**src/rtl/cmd_packet_tx.sv**
```systemverilog
// Command packet encoder: turns one data-update or freq-update request into the byte
// stream decoded by diff_freq_serial_out, driving a UART through tx_start/tx_done.
module cmd_packet_tx #(
  parameter int          DATA_BIT       = 32,
  parameter int          PACK_NUM       = DATA_BIT / 8,
  parameter logic [7:0]  CMD_DATA       = 8'h01,
  parameter logic [7:0]  CMD_FREQ       = 8'h02,
  parameter int          GAP_CYCLES     = 0,
  parameter int          TIMEOUT_CYCLES = 0
) (
  input  logic                clk_i,
  input  logic                rst_ni,
  input  logic                req_valid_i,
  output logic                req_ready_o,
  input  logic                req_type_i,
  input  logic [3:0]          channel_i,
  input  logic                mode_i,
  input  logic [DATA_BIT-1:0] pattern_i,
  input  logic [7:0]          slow_period_i,
  input  logic [7:0]          fast_period_i,
  output logic                tx_start_o,
  output logic [7:0]          tx_data_o,
  input  logic                tx_done_tick_i,
  output logic                busy_o,
  output logic                done_tick_o,
  output logic                error_tick_o,
  output logic [2:0]          dbg_state_o
);

  // Handshake: a request transfers on a clk_i edge where req_valid_i && req_ready_o;
  // ready is high only in IDLE, and every request field is captured on that edge.

  typedef enum logic [2:0] {
    S_IDLE  = 3'd0,
    S_START = 3'd1,
    S_WAIT  = 3'd2,
    S_GAP   = 3'd3,
    S_DONE  = 3'd4
  } state_e;

  localparam int CW       = $clog2(PACK_NUM + 3);
  localparam int GW       = (GAP_CYCLES > 1) ? $clog2(GAP_CYCLES) : 1;
  localparam int TW       = (TIMEOUT_CYCLES > 0) ? $clog2(TIMEOUT_CYCLES + 1) : 1;
  localparam int GAP_LAST = (GAP_CYCLES > 0) ? GAP_CYCLES - 1 : 0;

  localparam logic [CW-1:0] LAST_DATA = CW'(PACK_NUM + 1);
  localparam logic [CW-1:0] LAST_FREQ = CW'(PACK_NUM + 2);

  state_e                state_q, state_d;
  logic [CW-1:0]         cnt_q, cnt_d;
  logic [GW-1:0]         gap_q, gap_d;
  logic [TW-1:0]         wait_q, wait_d;
  logic                  typ_q, typ_d;
  logic [3:0]            ch_q, ch_d;
  logic                  mode_q, mode_d;
  logic [DATA_BIT-1:0]   pat_q, pat_d;
  logic [7:0]            slow_q, slow_d;
  logic [7:0]            fast_q, fast_d;
  logic [7:0]            tx_data_q, tx_data_d;
  logic [CW-1:0]         last_idx;
  logic                  timed_out;

  // Byte order: command, pattern LSB first, then control byte or slow/fast periods.
  function automatic logic [7:0] pick_byte(
    input logic [CW-1:0]       idx,
    input logic                typ,
    input logic [3:0]          ch,
    input logic                mode,
    input logic [DATA_BIT-1:0] pat,
    input logic [7:0]          slow,
    input logic [7:0]          fast
  );
    logic [7:0] b;
    b = 8'h00;
    if (idx == '0) begin
      b = typ ? CMD_FREQ : CMD_DATA;
    end else if (int'(idx) <= PACK_NUM) begin
      b = 8'(pat >> (8 * (int'(idx) - 1)));
    end else if (int'(idx) == PACK_NUM + 1) begin
      b = typ ? slow : {ch, 1'b0, mode, 2'b01};
    end else begin
      b = fast;
    end
    return b;
  endfunction

  assign last_idx  = typ_q ? LAST_FREQ : LAST_DATA;
  assign timed_out = (TIMEOUT_CYCLES > 0) && (wait_q == TW'(TIMEOUT_CYCLES));

  always_ff @(posedge clk_i) begin
    if (!rst_ni) begin
      state_q   <= S_IDLE;
      cnt_q     <= '0;
      gap_q     <= '0;
      wait_q    <= '0;
      typ_q     <= 1'b0;
      ch_q      <= '0;
      mode_q    <= 1'b0;
      pat_q     <= '0;
      slow_q    <= '0;
      fast_q    <= '0;
      tx_data_q <= 8'h00;
    end else begin
      state_q   <= state_d;
      cnt_q     <= cnt_d;
      gap_q     <= gap_d;
      wait_q    <= wait_d;
      typ_q     <= typ_d;
      ch_q      <= ch_d;
      mode_q    <= mode_d;
      pat_q     <= pat_d;
      slow_q    <= slow_d;
      fast_q    <= fast_d;
      tx_data_q <= tx_data_d;
    end
  end

  always_comb begin
    state_d   = state_q;
    cnt_d     = cnt_q;
    gap_d     = gap_q;
    wait_d    = wait_q;
    typ_d     = typ_q;
    ch_d      = ch_q;
    mode_d    = mode_q;
    pat_d     = pat_q;
    slow_d    = slow_q;
    fast_d    = fast_q;
    case (state_q)
      S_IDLE: begin
        if (req_valid_i) begin
          state_d = S_START;
          cnt_d   = '0;
          typ_d   = req_type_i;
          ch_d    = channel_i;
          mode_d  = mode_i;
          pat_d   = pattern_i;
          slow_d  = slow_period_i;
          fast_d  = fast_period_i;
        end
      end
      S_START: begin
        state_d = S_WAIT;
        wait_d  = '0;
      end
      S_WAIT: begin
        // A done tick in the same cycle as the timeout still completes the byte.
        if (tx_done_tick_i) begin
          if (cnt_q == last_idx) begin
            state_d = S_DONE;
          end else begin
            cnt_d   = cnt_q + CW'(1);
            gap_d   = '0;
            state_d = (GAP_CYCLES > 0) ? S_GAP : S_START;
          end
        end else if (timed_out) begin
          state_d = S_IDLE;
        end else if (TIMEOUT_CYCLES > 0) begin
          wait_d = wait_q + TW'(1);
        end
      end
      S_GAP: begin
        if (gap_q == GW'(GAP_LAST)) begin
          state_d = S_START;
        end else begin
          gap_d = gap_q + GW'(1);
        end
      end
      S_DONE:  state_d = S_IDLE;
      default: state_d = S_IDLE;
    endcase
  end

  // The byte register loads only on the way into START, so it holds through WAIT and IDLE.
  always_comb begin
    tx_data_d = tx_data_q;
    if (state_d == S_START) begin
      tx_data_d = pick_byte(cnt_d, typ_d, ch_d, mode_d, pat_d, slow_d, fast_d);
    end
  end

  always_comb begin
    tx_start_o   = (state_q == S_START);
    busy_o       = (state_q != S_IDLE);
    req_ready_o  = (state_q == S_IDLE);
    done_tick_o  = (state_q == S_DONE);
    error_tick_o = (state_q == S_WAIT) && !tx_done_tick_i && timed_out;
    tx_data_o    = tx_data_q;
    dbg_state_o  = state_q;
  end

endmodule
```
**config.mk**
```make
export PLATFORM = sky130hd
export DESIGN_NAME = cmd_packet_tx
export DESIGN_NICKNAME = d
export VERILOG_FILES = /design/src/rtl/cmd_packet_tx.sv
export SDC_FILE = /design/constraint.sdc
export NUM_CORES = 1
export LEC_CHECK = 0
export ABC_AREA = 1
export CORE_MARGIN = 5
export CORE_UTILIZATION = 55
export DETAILED_ROUTE_END_ITERATION = 8
export PLACE_DENSITY = 0.95
export SETUP_SLACK_MARGIN = 0.4
export SYNTH_ARGS = -nofsm -noshare
export SYNTH_HDL_FRONTEND = slang
export SYNTH_SLANG_ARGS = --single-unit
```
**constraint.sdc**
```tcl
create_clock -name clk_i -period 8.21 [get_ports clk_i]
set_input_delay 2.0525 -clock clk_i [delete_from_list [all_inputs] [get_ports clk_i]]
set_output_delay 2.0525 -clock clk_i [all_outputs]
set_load 0.005 [all_outputs]
```
==> results of run 1 <==
-- area by class of cell --
class / instances / area share
well taps: 77 / 0.02198
clock inverters: 5 / 0.01713
inverters: 59 / 0.05053
flip-flops and latches: 68 / 0.3106
clock buffers: 11 / 0.03226
repair buffers: 74 / 0.1679
multi-input cells: 344 / 0.3997
-- power groups by stage --
| stage | Combinational [µW] | Sequential [µW] | Clock [µW] |
|---|---|---|---|
| final | 198 | 365 | 304 |
| after global routing | 220 | 367 | 323 |
| after CTS | 197 | 365 | 304 |
| after detailed placement | 194 | 372 | 0 |
| after global placement | 188 | 370 | 0 |
| after floorplan | 134 | 370 | 0 |
-- cell usage after synthesis --
cell type,n,area share
a21oi_1,15,0.022
a31oi_1,1,0.0018
buf_1,1,0.0011
buf_2,4,0.0058
buf_4,5,0.011
buf_6,3,0.0097
clkbuf_1,10,0.011
clkbuf_2,1,0.0014
clkinv_1,1,0.0011
conb_1,1,0.0011
dfxtp_1,68,0.39
ha_1,4,0.014
inv_1,52,0.056
inv_2,6,0.0065
mux2i_1,9,0.026
nand2_1,90,0.097
nand2_2,6,0.011
nand2_4,2,0.0065
nand3_1,48,0.069
nand3_2,1,0.0029
nand4_1,1,0.0018
nor2_1,63,0.068
nor2_2,2,0.0036
nor2_4,1,0.0032
nor3_1,2,0.0029
nor3_4,1,0.0047
o211ai_1,1,0.0022
o21a_1,17,0.037
o21ai_0,29,0.042
o21ai_1,6,0.0086
or2_1,2,0.0036
or2_2,42,0.076
-- worst paths after layout --
check | start | endpoint | slack [ps] | cells after the start
max | req_valid_i | tx_data_o[7] | 3140 | 14
min reg2reg | ch_q[0] | ch_q[0] | 470 | 2
max reg2reg | dbg_state_o[1] | tx_data_o[7] | 4730 | 16
min | ch_q[0] | ch_q[0] | 470 | 2
-- metrics by stage --
step	std cells	hold slack [ps]	power, µW
floorplan	495	446.2	503.1
global placement	622	456.2	558.5
detailed placement	622	462.5	566.4
CTS	638	474.0	865.4
global route	638	503.0	910.6
finish	638	473.0	867.4
-- metal layers --
layer,global-route usage,routed length (µm),up-vias
met1,0.2955,3822,1555
met3,0.04240,512,15
li1,-,-,1675
met2,0.4039,4526,123
met5,0,0,-
met4,0.08254,149,0
-- flip-flops by register name, indices dropped and copies added (netlist names) --
name,count
typ_q,1
fast_q,8
mode_q,1
dbg_state_o,3
ch_q,4
tx_data_o,8
slow_q,8
cnt_q,3
pat_q,32
-- cell families (layout without fill, tap and decap cells) --
| family | after synthesis | in the layout | synth area share |
|---|---|---|---|
| AND/OR/NAND/NOR | 261 | 261 | 0.3503 |
| AO/OA/AOI/OAI | 69 | 69 | 0.1128 |
| other | 1 | 1 | 0.001080 |
| buffers and inverters | 83 | 149 | 0.1034 |
| multiplexers | 9 | 9 | 0.02595 |
| adder cells (fa/ha/maj) | 4 | 4 | 0.01441 |
| flip-flops | 68 | 68 | 0.3921 |
-- critical path: cells and delay by family --
kind | cells | cell delay [ps]
adders and majority gates | 1 | 500
buffers and inverters | 2 | 760
and+or+nand+nor | 10 | 1880
AOI/OAI and AO/OA | 1 | 110
==> run metrics, run 1 <==
total gr overflow=0; Worst Skew=about 9.5 ps; Setup crit start kind=input port; initial antenna violation count=0; I/O pin count=74; Syn. warnings=0; Routed WL per cell=roughly 14 µm; Post-CTS Setup Inserts=0; drt via density=between 5 and 6; Mapped Avg Cell Area=7.014 µm²; crit end category=register; Rel. slew slack=0.4154; Max Freq=between 0.15 and 0.2 GHz; htree depth=3; final period utilization=0.6170; biggest cell delay along the critical path=~500 ps; register area=between 1000 and 1500 µm²; largest net degree at the start of global routing=53; Synth Register Bits=around 70; vias in the first global route=3292; Sw Pwr=roughly 240 µW; num rows=29; Port Buf Inserts=72; Final WS setup=around 3100 ps; Final Hold Viols=0; CTS clk-pin slew, worst paths=around 80 ps; WP data arrival=around 5300 ps; Max rail drop VDD=around 0.17 mV; Post-CTS Hold Buffers=0; mapped cell area=about 3500 µm²; clk_lat worst skew=roughly 340 ps; DPL Wire Length=~6400 µm; root buf cell=clkbuf_8; outcome=completed; critical path data required time=around 8500 ps; Mapped Nets=557; TritonCTS clock tree=yes; Die Span Y=89.46 µm; net switching fraction of the power=0.2774; setup violators final=0; Die X=89.46 µm; crit path time final=~5000 ps; # nets final=just over 600; Distinct cells, synth=32; area delta synth->final=26.23%; # clock sinks=between 60 and 70; most frequent cells in the layout=nand2_1 (90), clkdlybuf4s50_1 (72), dfxtp_1 (68), nor2_1 (63), inv_1 (51); multi-input logic area=approximately 1800 µm²; most common cell after layout, fill and taps aside=nand2_1; Slew Limit Fails=0; Design Area, Final=approximately 4400 µm²; Leak Pwr=about 0.0021 µW; slowest CP cell=ha_1; CTS Buf Count=9; Gate Count Post-Synth=roughly 500; clock power share=0.351; crit-path max FO=50; post-CTS sizing=0; initial DRC count=approximately 250; Most Frequent Cell on Critical Path=nand2_1; Max Cap Viol=0; ANT nets after route=0; antenna diode instance count=0; Global Route Usage Sum=0.2353; Worst Hold Class=register to register; Vias=about 3400; core box area=roughly 6200 µm²; Area after DPL=around 4200 µm²; type of the worst setup path=input port to register; Gate power share=0.229; clk buf depth=2; Least-Margin Pin Slew=873.8 ps; share of layout cells above drive strength 1=0.1390; post-layout util=0.7023; sequential-to-total area share from yosys stat=0.3921; die area=~8000 µm²; FILL cells=between 500 and 600; DRC viols=0; drt first pass iters=5; Seq pwr share=0.420; dpl ws=between 2000 and 3000 ps; Fin Setup TNS=0 ps; internal power=626.8 µW; RSZ-0062 raised after global routing=no; GP Congestion=between 0.9 and 1; CP Cell Sequence=clkdlybuf4s50_1 > nand2_2 > nand2_1 > nand2_1 > nand2_2 > nand2_4 > ha_1 > clkinv_1 > or2_2 > nand3_1 > nand3_1 > nand2_1 > nand2_1 > a21oi_1; pwr dens=between 150 and 200 nW/µm²; Initial Utilization=0.5563; DRT Wirelength=9011 µm; first-pass GRT wire length=approximately 15000 µm
Power figures use the tool's default switching activity.
==> inputs of run 2 (changes only) <==
--- a/config.mk
+++ b/config.mk
@@ -7,9 +7,9 @@
 export LEC_CHECK = 0
 export ABC_AREA = 1
 export CORE_MARGIN = 5
-export CORE_UTILIZATION = 55
+export CORE_UTILIZATION = 46
 export DETAILED_ROUTE_END_ITERATION = 8
-export PLACE_DENSITY = 0.95
+export PLACE_DENSITY = 0.86
 export SETUP_SLACK_MARGIN = 0.4
 export SYNTH_ARGS = -nofsm -noshare
 export SYNTH_HDL_FRONTEND = slang
==> constraint.sdc (replaced) <==
create_clock -name clk_i -period 4.4 [get_ports clk_i]
set_input_delay 1.1 -clock clk_i [delete_from_list [all_inputs] [get_ports clk_i]]
set_output_delay 1.1 -clock clk_i [all_outputs]
set_load 0.005 [all_outputs]
==> run 2 against run 1 <==
  * Register-to-register slack lost 3300 ps
  * Critical path depth unchanged
  * Final cell count rose by 2.8%
  * Combinational power is 85% higher
  * Global-route usage is 5.0 points lower
  * Largest cell class unchanged
==> run metrics, run 2 (synthesis results as in run 1) <==
outcome=completed; root buf cell=clkbuf_8; # clock sinks=68 (unchanged); Least-Margin Pin Slew=858.2 ps (-15.59 ps); ANT nets after route=0 (unchanged); drt via density=5.008 (-5.1%); num rows=31 (+6.9%); R2R setup slack=1390 ps (-3340 ps); drt first pass iters=7 (+2); max FFs per register=32 (unchanged); initial DRC count=204 (-19%); WP buf/inv=2 (unchanged); Most Frequent Cell on Critical Path=nand2_1; worst reg2reg path startpoint=dbg_state_o[1]; slowest CP cell=clkdlybuf4s50_1; core box area=7292 µm² (+17%); biggest cell delay along the critical path=560 ps (+60 ps); Fin Setup TNS=0 ps (unchanged); Rel. slew slack=0.4243 (+0.008922); crit-path max FO=18 (-64%); type of the worst setup path=input port to register; delay-heaviest family, CP=simple AND/OR/NAND/NOR gates; crit end category=register; WP data arrival=3840 ps (-1490 ps); I/O pin count=74 (unchanged); GP Congestion=0.9085 (-2.2%); Post-CTS Hold Buffers=0 (unchanged); Vias=3285 (-2.5%); share of layout cells above drive strength 1=0.1346 (-0.004388); Area after DPL=4202 µm² (+0.84%); pwr dens=339.1 nW/µm² (+71%); CP Cell Sequence=clkdlybuf4s50_1 > nand2_1 > nand2_1 > nand2_1 > nand2_2 > nand2_4 > ha_1 > clkinv_1 > or2_2 > nand3_1 > nand3_1 > nand2_1 > nand2_1 > a21oi_1; Die Span Y=96.88 µm (+8.3%); Design Area, Final=4353 µm² (-0.69%); crit path launch=tx_done_tick_i; final period utilization=0.8159; critical path depth=14 (unchanged); Global Route Usage Sum=0.1849 (-0.05042); RSZ-0062 raised after global routing=no; Die X=96.88 µm (+8.3%); CP Capture Point=tx_data_o[7]; largest reg by FF count=pat_q; Setup crit start kind=input port; most common cell after layout, fill and taps aside=nand2_1; post-layout util=0.5969 (-0.1053); dpl ws=508.2 ps (-2324 ps); Post-CTS Setup Inserts=0 (unchanged); Layout Cells excl Fill=656 (+2.8%); initial antenna violation count=0 (unchanged); Max Freq=roughly 0.28 GHz; CTS clk-pin slew, worst paths=70 ps (about the same); DRC viols=0 (unchanged); setup violators final=0 (unchanged); clk buf depth=2 (unchanged); r2r endpoint=tx_data_o[7]; vias in the first global route=3194 (-3.0%); DRT Wirelength=8598 µm (-4.6%); TritonCTS clock tree=yes; Max Cap Viol=0 (unchanged); antenna diode instance count=0 (unchanged); Initial Utilization=0.4761 (-0.08019); post-CTS sizing=0 (unchanged); Worst Hold Class=register to register; Worst Reg-to-Reg Cells=15 (-1); Leak Pwr=0.002042 µW (-1.4%); DPL Wire Length=6361 µm (-0.52%); htree depth=3 (unchanged); # nets final=619 (+0.16%); largest net degree at the start of global routing=53 (unchanged); Worst Skew=8.908 ps (-0.5919 ps); Slew Limit Fails=0 (unchanged); CTS Buf Count=9 (unchanged); first-pass GRT wire length=14550 µm (-2.1%); Final WS setup=810.0 ps (-2335 ps); clk_lat worst skew=340 ps (about the same); Max rail drop VDD=0.1550 mV (-11%); critical path data required time=4650 ps (-3830 ps); most frequent cells in the layout=nand2_1 (90), clkdlybuf4s50_1 (72), dfxtp_1 (68), nor2_1 (63), inv_1 (51); Routed WL per cell=13.11 µm (-7.2%); Final Hold Viols=0 (unchanged); area delta synth->final=25.37%; die area=9386 µm² (+17%); dpl cells=645 (+3.7%); Port Buf Inserts=72 (unchanged); crit path time final=3590 ps; total gr overflow=0 (unchanged)
[run 2: changes by cell type in the layout (fill, tap and decap cells not counted)]
cell and delta:
clkinv_2 -3, bufinv_16 -2, buf_4 +1, clkbuf_1 -1, clkbuf_8 +1
[run 2: worst min-delay path by stage]
stage	start	endpoint	slack [ps]	cells after the start
2_1_floorplan	slow_q[1]	slow_q[1]	450	2
4_1_cts	ch_q[0]	ch_q[0]	470	2
5_1_grt	ch_q[0]	ch_q[0]	490	2
6_report	ch_q[0]	ch_q[0]	470	2
3_5_place_dp	ch_q[0]	ch_q[0]	460	2
3_3_place_gp	ch_q[0]	ch_q[0]	460	2
[run 2: power breakdown]
part,switching (µW),internal [µW]
sequential,14.5,666
clock,210,220
combinational,193,173
total,418,1060
[run 2: worst min-delay path: stages, from the launching register on]
cell and delay [ps]:
dfxtp_1 300, nand2_1 70, a21oi_1 60
[run 2: through the flow]
step                hold WS (ps)  total power [µW]
floorplan                  446.2             938.7
global placement           455.2              1045
detailed placement         461.0              1057
CTS                        471.7              1482
global route               488.8              1563
finish                     469.4              1476
[run 2: routing by layer]
layer	track usage	vias up	wire, µm
li1	-	1670	-
met1	0.2225	1504	3786
met4	0.06911	0	165
met5	0	-	0
met2	0.3201	95	4268
met3	0.04173	16	378
[run 2: cell type report]
| class | count | area (µm²) |
|---|---|---|
| inverter | 59 | 221.5 |
| clock buffer | 11 | 151.4 |
| timing repair buffer | 75 | 743.2 |
| tap | 99 | 123.9 |
| sequential | 68 | 1361 |
| multi-input combinational | 344 | 1752 |
| fill | 689 | 2939 |
